File: config.mk
export PLATFORM = sky130hd
export DESIGN_NAME = aes_round_sched_flat
export DESIGN_NICKNAME = d
export VERILOG_FILES = /design/src/rtl/aes_round_sched_if.sv /design/src/rtl/aes_round_sched.sv /design/src/flat_wrapper.sv
export SDC_FILE = /design/constraint.sdc
export NUM_CORES = 1
export LEC_CHECK = 0
export CORE_AREA = 2 2 253 255
export DETAILED_ROUTE_END_ITERATION = 10
export DIE_AREA = 0 0 255 257
export GPL_TIMING_DRIVEN = 1
export PLACE_DENSITY = 0.52
export SLEW_MARGIN = 20
export SYNTH_ARGS = -nofsm -noshare
export SYNTH_HDL_FRONTEND = slang
export SYNTH_SLANG_ARGS = --single-unit
export TNS_END_PERCENT = 1
File: constraint.sdc
create_clock -name clk -period 12.39 [get_ports clk]
set_clock_uncertainty 0.2 [all_clocks]
set_input_delay 2.478 -clock clk [delete_from_list [all_inputs] [get_ports clk]]
set_output_delay 2.478 -clock clk [all_outputs]
set_load 0.05 [all_outputs]
File: src/rtl/aes_round_sched_if.sv
// Bundle of stream, datapath and key-table signals around the AES round scheduler.
// The scheduler takes the slave view; the surrounding environment takes the master view.
interface aes_round_sched_if #(
  parameter int DW = 128
);
  logic          in_valid;
  logic          in_ready;
  logic [DW-1:0] in_data;
  logic          flush;
  logic [3:0]    rk_idx;
  logic [DW-1:0] rk_in;
  logic          rnd_go;
  logic [DW-1:0] rnd_in;
  logic          last_round;
  logic [DW-1:0] rnd_out;
  logic          out_valid;
  logic          out_ready;
  logic [DW-1:0] out_data;
  logic          busy;

  modport master (
    output in_valid, in_data, flush, rk_in, rnd_out, out_ready,
    input  in_ready, rk_idx, rnd_go, rnd_in, last_round, out_valid, out_data, busy
  );

  modport slave (
    input  in_valid, in_data, flush, rk_in, rnd_out, out_ready,
    output in_ready, rk_idx, rnd_go, rnd_in, last_round, out_valid, out_data, busy
  );
endinterface

File: src/rtl/aes_round_sched.sv
// Iterative AES-128 round scheduler: owns the cipher state and round counter,
// launches one round at a time into an external registered datapath and folds
// in the round key when the datapath result is due.
//
// state | meaning
// IDLE  | waiting for a plaintext block, rk_idx = 0
// ISSUE | rnd_go pulse, datapath starts on rnd_in
// WAIT  | counting down datapath latency, capture rnd_out ^ rk_in at zero
// DONE  | ciphertext presented until the consumer takes it
module aes_round_sched #(
  parameter int NR        = 10,
  parameter int STAGE_LAT = 3,
  parameter int DW        = 128
) (
  input logic              clk,
  input logic              rst,
  aes_round_sched_if.slave bus
);
  localparam int              CW       = $clog2(STAGE_LAT) + 1;
  localparam logic [3:0]      LAST_IDX = 4'(NR);
  localparam logic [CW-1:0]   CNT_LOAD = CW'(STAGE_LAT - 1);

  typedef enum logic [1:0] {
    S_IDLE  = 2'd0,
    S_ISSUE = 2'd1,
    S_WAIT  = 2'd2,
    S_DONE  = 2'd3
  } state_t;

  state_t        state;
  logic [DW-1:0] state_reg;
  logic [3:0]    rk_idx;
  logic [CW-1:0] cnt;
  logic          rnd_go;
  logic          out_valid;
  logic          in_ready;

  // Sequencer: state, round index, latency counter and registered handshake outputs.
  always_ff @(posedge clk or posedge rst) begin
    if (rst) begin
      state     <= S_IDLE;
      state_reg <= '0;
      rk_idx    <= '0;
      cnt       <= '0;
      rnd_go    <= 1'b0;
      out_valid <= 1'b0;
      in_ready  <= 1'b0;
    end else if (bus.flush) begin
      // Abort wins over everything, including a block offered in IDLE.
      // state_reg is left as is; nothing is emitted.
      state     <= S_IDLE;
      rk_idx    <= '0;
      cnt       <= '0;
      rnd_go    <= 1'b0;
      out_valid <= 1'b0;
      in_ready  <= 1'b1;
    end else begin
      case (state)
        S_IDLE: begin
          if (bus.in_valid && in_ready) begin
            state_reg <= bus.in_data ^ bus.rk_in;
            rk_idx    <= 4'd1;
            rnd_go    <= 1'b1;
            in_ready  <= 1'b0;
            state     <= S_ISSUE;
          end else begin
            rk_idx   <= '0;
            in_ready <= 1'b1;
          end
        end
        S_ISSUE: begin
          rnd_go <= 1'b0;
          cnt    <= CNT_LOAD;
          state  <= S_WAIT;
        end
        S_WAIT: begin
          if (cnt == '0) begin
            state_reg <= bus.rnd_out ^ bus.rk_in;
            if (rk_idx == LAST_IDX) begin
              state <= S_DONE;
            end else begin
              rk_idx <= rk_idx + 4'd1;
              rnd_go <= 1'b1;
              state  <= S_ISSUE;
            end
          end else begin
            cnt <= cnt - 1'b1;
          end
        end
        S_DONE: begin
          // out_valid rises one cycle after the final capture and holds until taken.
          if (!out_valid) begin
            out_valid <= 1'b1;
          end else if (bus.out_ready) begin
            out_valid <= 1'b0;
            rk_idx    <= '0;
            in_ready  <= 1'b1;
            state     <= S_IDLE;
          end
        end
        default: state <= S_IDLE;
      endcase
    end
  end

  // Outputs are straight views of registers; rnd_in/out_data only move on capture.
  assign bus.in_ready   = in_ready;
  assign bus.rk_idx     = rk_idx;
  assign bus.rnd_go     = rnd_go;
  assign bus.rnd_in     = state_reg;
  assign bus.last_round = (rk_idx == LAST_IDX);
  assign bus.out_valid  = out_valid;
  assign bus.out_data   = state_reg;
  assign bus.busy       = (state != S_IDLE);
endmodule

File: src/flat_wrapper.sv
// flat-port wrapper written by rule: the top's interface ports become plain ports
module aes_round_sched_flat 
#(
  parameter int NR        = 10,
  parameter int STAGE_LAT = 3,
  parameter int DW        = 128
)
  (clk, rst, bus_in_valid, bus_in_data, bus_flush, bus_rk_in, bus_rnd_out, bus_out_ready, bus_in_ready, bus_rk_idx, bus_rnd_go, bus_rnd_in, bus_last_round, bus_out_valid, bus_out_data, bus_busy);
  aes_round_sched_if #(.DW(DW)) bus_i ();
  input logic clk;
  input logic rst;
  input wire logic [$bits(bus_i.in_valid)-1:0] bus_in_valid;
  input wire logic [$bits(bus_i.in_data)-1:0] bus_in_data;
  input wire logic [$bits(bus_i.flush)-1:0] bus_flush;
  input wire logic [$bits(bus_i.rk_in)-1:0] bus_rk_in;
  input wire logic [$bits(bus_i.rnd_out)-1:0] bus_rnd_out;
  input wire logic [$bits(bus_i.out_ready)-1:0] bus_out_ready;
  output wire logic [$bits(bus_i.in_ready)-1:0] bus_in_ready;
  output wire logic [$bits(bus_i.rk_idx)-1:0] bus_rk_idx;
  output wire logic [$bits(bus_i.rnd_go)-1:0] bus_rnd_go;
  output wire logic [$bits(bus_i.rnd_in)-1:0] bus_rnd_in;
  output wire logic [$bits(bus_i.last_round)-1:0] bus_last_round;
  output wire logic [$bits(bus_i.out_valid)-1:0] bus_out_valid;
  output wire logic [$bits(bus_i.out_data)-1:0] bus_out_data;
  output wire logic [$bits(bus_i.busy)-1:0] bus_busy;
  assign bus_i.in_valid = bus_in_valid;
  assign bus_i.in_data = bus_in_data;
  assign bus_i.flush = bus_flush;
  assign bus_i.rk_in = bus_rk_in;
  assign bus_i.rnd_out = bus_rnd_out;
  assign bus_i.out_ready = bus_out_ready;
  assign bus_in_ready = bus_i.in_ready;
  assign bus_rk_idx = bus_i.rk_idx;
  assign bus_rnd_go = bus_i.rnd_go;
  assign bus_rnd_in = bus_i.rnd_in;
  assign bus_last_round = bus_i.last_round;
  assign bus_out_valid = bus_i.out_valid;
  assign bus_out_data = bus_i.out_data;
  assign bus_busy = bus_i.busy;
  aes_round_sched #(.NR(NR), .STAGE_LAT(STAGE_LAT), .DW(DW)) u_core (.clk(clk), .rst(rst), .bus(bus_i));
endmodule
==> run_results.csv, run 1 <==
group,metric,value,unit
logic_synthesis,synth-edff-count,0,
run_status,status,"completed",
floorplan,start_util,15.51,%
logic_synthesis,synth_area,0.009729,mm^2
logic_synthesis,async_reset_ff_share,100.0,%
floorplan,rows,92,
worst_setup_path,crit_path_start,"bus_flush",
drt,wl_per_cell,17.12,um
drt,vias,7434,
power_and_ir_drop,power_frac_seq,18.6,%
logic_synthesis,synthCells,763,
worst_setup_path,cp.arrival,5.91,ns
power_and_ir_drop,power_leakage,6.233,nW
logic_synthesis,synth-warning-count,0,
worst_hold_path,hold_start,"u_core.cnt[2]",
clock_tree,root_buffer,"clkbuf_16",
finish,postLayoutCoreUtil,26.58,%
drt,routedLengthMet1,13790,um
finish,finalNetCount,1681,
floorplan,die_x,255,um
clock_tree,htreeDepth,4,
clock_tree,clkLatencyLatePin,0.46,ns
timing,final_hold_viol_count,0,
placement,dp.cells,2109,
power_and_ir_drop,total_power,0.005023,W
power_and_ir_drop,internal-power,0.002422,W
clock_tree,clock-sinks,140,
drt,viasPerCell,3.466,
finish,stdcell_area,0.01667,mm^2
finish,fillers,6497,
drt,route.detailed.drc,0,
finish,final_common_cell,"clkdlybuf4s50_1",
grt,grt_pass1_wl,51700,um
power_and_ir_drop,p_sw_share,51.78,%
worst_setup_path,crit_required,12.54,ns
logic_synthesis,muxShareOfSynthArea,32.61,%
placement,place_congestion,0.7640,
timing,max_freq,173.6,MHz
logic_synthesis,yosysUniqueCellTypes,42,
timing,min_period,5.759,ns
worst_setup_path,end_kind,"register",
placement,placed_cell_area,0.01602,mm^2
grt,grt_max_degree,77,
power_and_ir_drop,clkPwrFrac,11.5,%
timing,drv_slew,0,
worst_setup_path,r2r-start,"u_core.state[0]",
logic_synthesis,yosysSeqAreaShare,36.01,%
logic_synthesis,synth_fa_ha_area_share,1.286,%
grt,antenna_found_initial,5,
logic_synthesis,synthSimpleGateAreaFrac,2.122,%
grt,grt_pass1_vias,7842,
placement,portBuffers,653,
timing,tightest_slew,0.9883,ns
worst_setup_path,worstSetupPathType,"in -> reg",
drt,postRouteAntennaNets,0,
timing,rsz0062_at_grt,"no",
timing,finalSetupViolations,0,
flow_run,maxCapViolations,0,
floorplan,die_area,0.06554,mm^2
drt,met3WireLength,3203,um
drt,drt-pass1-iter-count,4,
logic_synthesis,syn-num-nets,1162,
timing,post-route-period-util,46.48,%
grt,grt_overflow,0,
drt,routed.top_layer,"met5",
clock_tree,cts_tree,"done",
drt,drt-initial-drc-count,184,
logic_synthesis,synth-compound-area-share,2.058,%
logic_synthesis,synth_ff_type,"dfrtp_1",
drt,routed_wirelength,36720,um
clock_tree,clk_path_buf_depth,2,
finish,fin_cells,2145,
worst_setup_path,cp-start-kind,"input port",
timing,max_slew_margin,34.11,%
placement,hpwlAfterDp,29620,um
finish,layout_common_cells,"653 x clkdlybuf4s50_1, 140 x dfrtp_1, 128 x mux2i_1, 128 x xnor2_1, 120 x mux2_4",
floorplan,pin_count,654,
clock_tree,cts_hold_buf,0,
finish,drive_gt1_share,13.51,%
logic_synthesis,synth.avg_cell_area,12.75,um^2
finish,syn2layout_area_growth,71.36,%
clock_tree,numCtsBuffers,17,
worst_hold_path,min_path_type,"reg -> reg",
finish,largest_reg_flops,128,
power_and_ir_drop,power.switching,0.002601,W
clock_tree,cts_setup_buffers,0,
floorplan,design.core.area,0.06274,mm^2
drt,wl_met2,18600,um
clock_tree,path_clk_slew,0.06,ns
timing,finalSetupTns,0,ns
logic_synthesis,synthXorXnorAreaFrac,11.52,%
worst_setup_path,cp_max_fo,41,
grt,grtUsageTotal,10.84,%
logic_synthesis,ys_ff_latch,140,
logic_synthesis,synth_top_family_by_area,"multiplexers",
power_and_ir_drop,cellPowerDensity,301.3,mW/mm^2
power_and_ir_drop,p_comb_share,69.9,%
power_and_ir_drop,ir_drop,0.1766,mV
clock_tree,postCtsResizedCells,0,
floorplan,dieHeight,257,um
[cell type report]
type	count	area, um^2	share of cell area, %
clock buffers	20	456.7	2.739
inverters	9	38.79	0.2326
well taps	846	1059	6.349
repair buffers	659	6581	39.47
multi-input cells	455	4838	29.02
diodes	4	10.01	0.06004
clock inverters	12	185.2	1.111
flip-flops and latches	140	3503	21.01
[Yosys cell counts, types with 7 or more instances]
master | count | area (um^2)
buf_2 | 7 | 35.03
mux2i_1 | 128 | 1281
dfrtp_1 | 140 | 3503
inv_1 | 9 | 33.78
xnor2_1 | 128 | 1121
buf_4 | 128 | 960.9
ha_1 | 10 | 125.1
mux2_4 | 120 | 1802
buf_6 | 9 | 101.4
nor2_1 | 9 | 33.78
o21ai_0 | 8 | 40.04
mux2_2 | 8 | 90.09
buf_12 | 13 | 260.3
[logic make-up after synthesis]
logic type,Yosys count
buf+inv,168
flops,140
simple gates,33
fa+ha+maj,10
mux,256
compound gates,28
xor+xnor,128
[per-stage QoR]
stage          hold WS [ns]  worst slack (ns)
2_1_floorplan        0.2829             5.959
3_3_place_gp         0.2986             6.143
3_5_place_dp         0.3047             6.062
4_1_cts              0.3215             6.616
5_1_grt              0.3321             6.446
6_report             0.3228             6.631
[critical path, stage by stage]
cell and delay, ns:
clkdlybuf4s50_1 0.76, nor3_4 0.94, buf_4 0.55, buf_4 0.72
mux2_4 0.36
[worst paths after layout]
check | end | slack [ns] | cells after the start
setup / recovery | u_core.bus.out_data[19] | 6.63 | 5
hold reg to reg | u_core.cnt[2] | 0.32 | 2
min in group asynchronous | u_core.bus.out_data[57] | 2.33 | 2
setup reg to reg | u_core.bus.out_data[19] | 8.36 | 8
max in group asynchronous | u_core.bus.out_data[117] | 8.30 | 3
hold / removal | u_core.cnt[2] | 0.32 | 2
[per-layer routing]
metal,up-vias,track usage (%)
li1,3519,-
met1,3539,11.68
met2,342,19.19
met4,2,5.003
met3,32,3.399
met5,-,0
[power by group through the flow]
stage	clock [W]	combinational (W)	sequential, W
after CTS	0.000606	0.00354	0.000944
after global routing	0.000618	0.00365	0.000972
final	0.000578	0.00351	0.000935
after floorplan	0	0.00201	0.00163
after detailed placement	0	0.00354	0.000945
after global placement	0	0.00352	0.000947
Note: power is estimated with default switching activity, not from simulation.
==> inputs of run 2 (changes only) <==
==> constraint.sdc (replaced) <==
create_clock -name clk -period 5.5 [get_ports clk]
set_clock_uncertainty 0.2 [all_clocks]
set_input_delay 1.1 -clock clk [delete_from_list [all_inputs] [get_ports clk]]
set_output_delay 1.1 -clock clk [all_outputs]
set_load 0.05 [all_outputs]
==> run 2 against run 1 <==
  * Sequential cell count unchanged
  * Non-clock buffer count is the same
  * Die area did not move
  * Final cell count fell by 0.14%
  * Combinational power increased by 130%
  * Wire length increased by 0.42%
  * Power rose by 130%
  * Cell area rose by 0.32%
  * Sequential power is 130% higher
  * Global-route usage up 0.11 points
  * Sequential share of layout area is 0.068 points lower
  * Register-to-register slack worse by 5.7 ns
  * Highest routed layer unchanged
==> run_results.csv, run 2 (synthesis results as in run 1) <==
group,metric,value,unit
run_status,status,"completed",
grt,antenna_found_initial,4,
clock_tree,root_buffer,"clkbuf_16",
timing,tightest_slew,0.8174,ns
clock_tree,clock-sinks,140,
floorplan,start_util,15.51,%
floorplan,design.core.area,0.06274,mm^2
timing,finalSetupViolations,0,
flow_run,maxCapViolations,0,
finish,final_common_cell,"clkdlybuf4s50_1",
timing,setup_slack,1.914,ns
clock_tree,numCtsBuffers,17,
grt,grtUsageTotal,10.95,%
finish,syn2layout_area_growth,71.91,%
placement,hpwlAfterDp,29660,um
finish,layout_common_cells,"653 x clkdlybuf4s50_1, 140 x dfrtp_1, 128 x mux2i_1, 128 x xnor2_1, 120 x mux2_4",
drt,vias,7519,
clock_tree,path_clk_slew,0.06,ns
worst_hold_path,min_path_type,"reg -> reg",
timing,rsz0062_at_grt,"no",
timing,finalSetupTns,0,ns
worst_setup_path,cp-start-kind,"register",
placement,portBuffers,653,
drt,routed_wirelength,36880,um
clock_tree,clkLatencyLatePin,0.46,ns
drt,postRouteAntennaNets,0,
floorplan,dieHeight,257,um
finish,largest_reg_flops,128,
timing,min_period,3.586,ns
floorplan,pin_count,654,
clock_tree,postCtsResizedCells,0,
floorplan,rows,92,
drt,drt-initial-drc-count,250,
worst_setup_path,cp.arrival,2.29,ns
placement,place_congestion,0.7620,
drt,route.detailed.drc,0,
drt,viasPerCell,3.510,
power_and_ir_drop,cellPowerDensity,677.5,mW/mm^2
drt,drt-pass1-iter-count,4,
worst_setup_path,cp_common_cell,"inv_1",
grt,grt_max_degree,68,
worst_setup_path,crit_path_start,"u_core.state[1]",
worst_setup_path,r2r-start,"u_core.state[0]",
finish,drive_gt1_share,13.59,%
power_and_ir_drop,power_leakage,6.256,nW
worst_setup_path,end_kind,"output port",
timing,max_freq,278.9,MHz
timing,max_slew_margin,45.33,%
worst_setup_path,crit_required,4.20,ns
grt,grt_pass1_vias,7923,
worst_setup_path,cp_max_fo,7,
worst_setup_path,worstSetupPathType,"reg -> out",
grt,grt_overflow,0,
clock_tree,htreeDepth,4,
power_and_ir_drop,ir_drop,0.3668,mV
worst_setup_path,crit_path_max_incr_delay,0.83,ns
worst_setup_path,crit_path_top_delay_cell,"clkdlybuf4s50_1",
timing,drv_slew,0,
grt,grt_pass1_wl,52080,um
clock_tree,cts_tree,"done",
finish,fillers,6517,
worst_hold_path,hold_start,"u_core.cnt[1]",
finish,finalNetCount,1681,
timing,post-route-period-util,65.20,%
placement,dp_slack,1.933,ns
clock_tree,cts_setup_buffers,0,
floorplan,die_area,0.06554,mm^2
drt,wl_per_cell,17.22,um
worst_setup_path,crit_chain,"inv_1 > ha_1 > inv_1 > clkdlybuf4s50_1",
clock_tree,clk_path_buf_depth,2,
timing,final_hold_viol_count,0,
floorplan,die_x,255,um
clock_tree,cts_hold_buf,0,
[run 2: cell types whose count changed in the layout (fill, tap and decap cells not counted)]
cell	before	now
buf_12	0	5
buf_4	6	1
clkbuf_1	1	0
clkinv_2	0	2
clkinvlp_4	4	3
diode_2	4	1
[run 2: critical path: cells and delay by family (launching register included)]
kind / cells / cell delay (ns)
fa+ha+maj: 1 / 0.28
buf+inv: 3 / 1.05
flops: 1 / 0.49
[run 2: metal layers]
layer	up-vias	global-route usage (%)	routed length (um)
met2	368	19.63	19180
met1	3594	12.05	14020
met4	2	3.704	668
met5	-	0	13
met3	30	3.530	2989
li1	3525	-	-
[run 2: worst paths after layout]
path / end / slack (ns) / cells past startpoint
worst max-delay path: bus_busy / 1.91 / 4
worst min-delay path: u_core.cnt[1] / 0.32 / 2
worst max register to register: u_core.bus.out_data[30] / 2.64 / 6
worst min register to register: u_core.cnt[1] / 0.32 / 2
max in group asynchronous: u_core.bus.out_data[118] / 3.39 / 3
min in group asynchronous: u_core.bus.out_data[61] / 0.84 / 2
[run 2: report_power, final]
group          internal [W]  leakage [nW]  switching (W)
registers           0.00155          1.66       0.000563
logic               0.00313          4.29        0.00479
clock network      0.000785         0.306       0.000508
[run 2: through the flow]
stage	total power (W)	std cells	instance area (um^2)	util, %	hold slack (ns)
global placement	0.01008	2109	16080	25.64	0.3016
finish	0.01133	2142	16730	26.66	0.3154
detailed placement	0.01011	2109	16080	25.64	0.3058
floorplan	0.008183	763	9729	-	0.2829
CTS	0.01149	2141	16720	26.66	0.3199
global route	0.01181	2141	16720	26.66	0.3623
[run 2: area by class of cell]
type	instances	area [um^2]	share of cell area (%)
clock inverter	13	187.7	1.122
tap	846	1059	6.329
antenna	1	2.502	0.01496
multi-input combinational	455	4838	28.93
inverter	9	38.79	0.2319
timing repair buffer	659	6644	39.72
clock buffer	19	452.9	2.708
sequential	140	3503	20.95
